===== src/rtl/apb_master.sv =====
// APB requester: turns single-word read/write commands into APB SETUP/ACCESS
// transfers, with PREADY wait states, back-to-back issue and a wait-state timeout.
module apb_master #(
  parameter int ADDR_WIDTH     = 32,
  parameter int DATA_WIDTH     = 32,
  parameter int TIMEOUT_CYCLES = 16
) (
  input  logic                  CLK,
  input  logic                  nRST,
  input  logic                  cmd_valid,
  output logic                  cmd_ready,
  input  logic                  cmd_write,
  input  logic [ADDR_WIDTH-1:0] cmd_addr,
  input  logic [DATA_WIDTH-1:0] cmd_wdata,
  output logic                  rsp_valid,
  output logic [DATA_WIDTH-1:0] rsp_rdata,
  output logic                  rsp_err,
  output logic                  rsp_timeout,
  output logic                  PSEL,
  output logic                  PENABLE,
  output logic                  PWRITE,
  output logic [ADDR_WIDTH-1:0] PADDR,
  output logic [DATA_WIDTH-1:0] PWDATA,
  input  logic [DATA_WIDTH-1:0] PRDATA,
  input  logic                  PREADY,
  input  logic                  PSLVERR
);

  typedef enum logic [1:0] {IDLE, SETUP, ACCESS} state_t;

  localparam int CW = (TIMEOUT_CYCLES > 0) ? $clog2(TIMEOUT_CYCLES + 1) : 1;
  localparam logic [CW-1:0] T_LIM = CW'(TIMEOUT_CYCLES);

  state_t        state;
  logic [CW-1:0] wait_cnt;
  logic [CW-1:0] wait_inc;
  logic          accept;
  logic          timeout_hit;

  assign cmd_ready   = nRST & ((state == IDLE) | ((state == ACCESS) & PREADY));
  assign accept      = cmd_valid & cmd_ready;
  assign wait_inc    = (wait_cnt == '1) ? wait_cnt : wait_cnt + CW'(1);
  assign timeout_hit = (TIMEOUT_CYCLES != 0) && (wait_inc == T_LIM);

  // PADDR/PWRITE/PWDATA double as the command register: loaded on accept and
  // held unchanged through SETUP and ACCESS.
  always_ff @(posedge CLK or negedge nRST) begin
    if (!nRST) begin
      state       <= IDLE;
      wait_cnt    <= '0;
      PSEL        <= 1'b0;
      PENABLE     <= 1'b0;
      PWRITE      <= 1'b0;
      PADDR       <= '0;
      PWDATA      <= '0;
      rsp_valid   <= 1'b0;
      rsp_rdata   <= '0;
      rsp_err     <= 1'b0;
      rsp_timeout <= 1'b0;
    end else begin
      rsp_valid <= 1'b0;
      case (state)
        IDLE: begin
          if (accept) begin
            PADDR    <= cmd_addr;
            PWRITE   <= cmd_write;
            PWDATA   <= cmd_write ? cmd_wdata : '0;
            wait_cnt <= '0;
            PSEL     <= 1'b1;
            state    <= SETUP;
          end
        end
        SETUP: begin
          PENABLE <= 1'b1;
          state   <= ACCESS;
        end
        ACCESS: begin
          if (PREADY) begin
            rsp_valid   <= 1'b1;
            rsp_rdata   <= PWRITE ? '0 : PRDATA;
            rsp_err     <= PSLVERR;
            rsp_timeout <= 1'b0;
            PENABLE     <= 1'b0;
            if (accept) begin
              PADDR    <= cmd_addr;
              PWRITE   <= cmd_write;
              PWDATA   <= cmd_write ? cmd_wdata : '0;
              wait_cnt <= '0;
              state    <= SETUP;
            end else begin
              PSEL  <= 1'b0;
              state <= IDLE;
            end
          end else if (timeout_hit) begin
            rsp_valid   <= 1'b1;
            rsp_rdata   <= '0;
            rsp_err     <= 1'b1;
            rsp_timeout <= 1'b1;
            PSEL        <= 1'b0;
            PENABLE     <= 1'b0;
            state       <= IDLE;
          end else begin
            wait_cnt <= wait_inc;
          end
        end
        default: begin
          PSEL    <= 1'b0;
          PENABLE <= 1'b0;
          state   <= IDLE;
        end
      endcase
    end
  end

endmodule


===== config.mk =====
export PLATFORM = sky130hd
export DESIGN_NAME = apb_master
export DESIGN_NICKNAME = d
export VERILOG_FILES = /design/src/rtl/apb_master.sv
export SDC_FILE = /design/constraint.sdc
export NUM_CORES = 1
export LEC_CHECK = 0
export BUFFER_PORTS_ARGS = -buffer_cell sky130_fd_sc_hd__buf_2
export CORE_MARGIN = 2
export CORE_UTILIZATION = 35
export CTS_BUF_LIST = sky130_fd_sc_hd__clkbuf_8 sky130_fd_sc_hd__clkbuf_16
export DETAILED_ROUTE_END_ITERATION = 6
export SYNTH_ARGS = -nofsm -noshare
export SYNTH_HDL_FRONTEND = slang
export SYNTH_SLANG_ARGS = --single-unit
export TNS_END_PERCENT = 1

===== constraint.sdc =====
create_clock -name CLK -period 2.2 [get_ports CLK]
set_input_delay 0.22 -clock CLK [delete_from_list [all_inputs] [get_ports CLK]]
set_output_delay 0.22 -clock CLK [all_outputs]
set_load 0.01 [all_outputs]

==> metrics.md <==
| Metric | Value |
|---|---|
| Worst-case vdd ir drop | 553 uV |
| Tcrit/Tclk final | 0.944 |
| Clock buffer depth | 2 |
| Synth Area in Compound Gates | 0.143 |
| CTS root buffer | clkbuf_16 |
| Die Height | 118 um |
| Clock Latency Late Sink | 350 ps |
| Simple logic cell fraction of the synthesized area | 0.211 |
| First-pass GRT wire length | 19.3 mm |
| Detailed Routing Iterations Pass 1 | 4 |
| Worst EP arrival | 2310 ps |
| # IOs | 205 |
| Highest clock rate | 481 MHz |
| Iter 0 DRT Violations | 221 |
| Multi-input gate area | 1660 um2 |
| Total track usage | 0.171 |
| Antenna violations before repair | 0 |
| Post-Synth Adder-Cell Area | 0.00277 |
| Routed vias | 3972 |
| Max Cap Violations | 0 |
| N_diodes | 0 |
| Row count | 41 |
| Synth async-reset ratio | 1.00 |
| CP max FO | 6 |
| Total power | 7.37 mW |
| Setup Total Neg Slack | 0 ps |
| Largest family of logic cells by synthesized area | simple AND/OR/NAND/NOR gates |
| RSZ-0062 raised after global routing | false |
| Vias per std cell | 4.79 |
| Worst EP required | 2430 ps |
| Gpl congestion | 0.787 |
| Synth warnings | 0 |
| Number of global-route vias before repair | 3889 |
| Count of final setup violators | 0 |
| Slew @ Worst Pin | 790 ps |
| Inserted Clock Buffers | 9 |
| Wirelength per Cell | 14.3 um |
| Main synth FF type | dfrtp_1 |
| Status | finished, final reports clean |
| LEAKAGE | 3.35 nW |
| Final core utilization | 0.482 |
| Post-Syn Nets | 556 |
| Share of cells above drive strength 1 | 0.368 |
| CTS H-tree depth | 3 |
| EDFF count, synth | 0 |
| Core Box Area | 12600 um2 |
| CTS tree | done |
| Synth Area per Inst | 9.97 um2 |
| Total wire length | 11.9 mm |
| Nets | 756 |
| Clock Skew | 6.56 ps |
| Synth-to-layout area growth | 34.8% |
| Multiplexer share of the synthesized area | 0.00443 |
| Slew Limit Headroom | 0.473 |
| Fillers | 1270 |
| Clock-pin slew on the worst setup and hold paths | 70 ps |
| ANT nets after route | 0 |
| Setup crit end kind | register |
| Post-layout minimum cycle time | 2080 ps |
| Port Buf Inserts | 204 |
| Crit path kind | reg -> reg |
| Die area | 13800 um2 |
| Register area | 2730 um2 |
| Flops & latches, synth | 109 |
| Total gr overflow | 0 |
| Hold Path Class | in -> reg |
| Post-Syn Instances | 453 |
| Mapped Area | 4520 um2 |
| Die Span X | 118 um |
| Largest net degree at the start of global routing | 64 |
| PD cells | 1210 nW/um2 |
| Startpoint Class | register |
| Initial Util | 0.358 |
| Final slew viol count | 0 |
| Residual DRC | 0 |
| Sinks on the clock net | 109 |
| Final hold violation count | 0 |
| Seq/Total Area, Yosys | 0.604 |
| Hpwl dp | 8.14 mm |
| XOR/XNOR share of the synthesized area | 0 |
| Synth cell types | 34 |
==> layout make-up <==
class	instances	share of cell area
sequential	109	0.448
multi-input combinational	313	0.273
timing repair buffer	217	0.189
clock buffer	10	0.0393
tap	172	0.0354
clock inverter	6	0.0142
inverter	3	0.00185
==> power breakdown <==
part	internal, mW	switching [mW]	leakage [nW]
sequential	2.66	0.426	1.33
clock	1.03	0.736	0.158
combinational	1.20	1.32	1.87
==> kinds of logic (layout without fill, tap and decap cells) <==
family                     count (synthesis)  after routing
muxes                                      2              2
adders and majority gates                  1              1
DFF                                      109            109
AOI/OAI and AO/OA                         80             80
and+or+nand+nor                          229            230
buffers and inverters                     32            236
==> worst max-delay path, stage by stage, from the launching register on <==
cell and delay, ps:
dfrtp_1 440, ha_2 240, and3b_1 200, o2111ai_2 240, a21oi_4 100, buf_12 140
buf_4 120, a2111o_1 350, o211a_1 130
==> cells in the final DEF (no fill, tap or decap), types with 3 or more instances in the layout <==
cell type	n
o21ai_0	3
buf_2	203
a22o_1	33
dfrtp_1	109
buf_4	11
nor2_1	8
clkbuf_16	9
a21o_1	32
nand2_1	172
nand3_1	35
==> final timing paths <==
path	depth (start not counted)	to	slack (ps)	start
min in group asynchronous	3	PADDR[6]	560	nRST
worst max-delay path	8	wait_cnt[2]	120	wait_cnt[1]
worst min register to register	2	PWDATA[23]	460	PWDATA[23]
worst min-delay path	3	PADDR[23]	60	cmd_addr[23]
worst max register to register	8	wait_cnt[2]	120	wait_cnt[1]
max in group asynchronous	4	rsp_rdata[15]	400	nRST
==> Yosys cell counts, types with 2 or more instances <==
| cell | count | share of area |
|---|---|---|
| a22o_1 | 33 | 0.064 |
| a21o_1 | 32 | 0.053 |
| clkbuf_1 | 17 | 0.014 |
| o22ai_1 | 2 | 0.0028 |
| nor3b_1 | 2 | 0.0033 |
| nand3_1 | 35 | 0.039 |
| nand2_1 | 173 | 0.14 |
| and3b_1 | 2 | 0.0039 |
| nor2b_1 | 2 | 0.0028 |
| a21oi_1 | 2 | 0.0022 |
| buf_6 | 3 | 0.0075 |
| inv_1 | 2 | 0.0017 |
| dfrtp_1 | 109 | 0.60 |
| nor2_1 | 8 | 0.0067 |
| o21ai_0 | 3 | 0.0033 |
| mux2i_1 | 2 | 0.0044 |
| buf_2 | 8 | 0.0089 |
| o211ai_1 | 2 | 0.0033 |
==> registers in the layout, summed over array words and instances, names as in the netlist, 2 cells and up <==
signal,cells
PADDR,32
PWDATA,32
rsp_rdata,32
wait_cnt,5
state,2
==> repair_timing <==
action                                  in CTS  in global routing
gates cloned                                 0                  1
buffers inserted                             0                  2
hold buffers                                 1                  0
resized for setup                            1                  2
pin swaps                                    0                  3
hold endpoints to repair                     3                  0
endpoints found under the setup margin      33                 33
==> routing by layer <==
layer | up-vias | GRT usage | routed length [um]
met4 | 0 | 0.0633 | 170
met2 | 169 | 0.264 | 5380
met3 | 11 | 0.0567 | 1070
met5 | - | 0 | 0
li1 | 1914 | - | -
met1 | 1878 | 0.225 | 5240
==> stage by stage <==
| stage | instances | hold slack, ps | area, um2 | worst slack (ps) |
|---|---|---|---|---|
| detailed placement | 810 | 381 | 5700 | -58.6 |
| CTS | 827 | 41.4 | 6050 | 6.26 |
| floorplan | 453 | -75.6 | 4520 | 188 |
| global route | 830 | 60.7 | 6090 | 50.2 |
| global placement | 810 | 370 | 5700 | 37.3 |
| finish | 830 | 57.8 | 6090 | 123 |
Note: power is estimated with default switching activity, not from simulation.
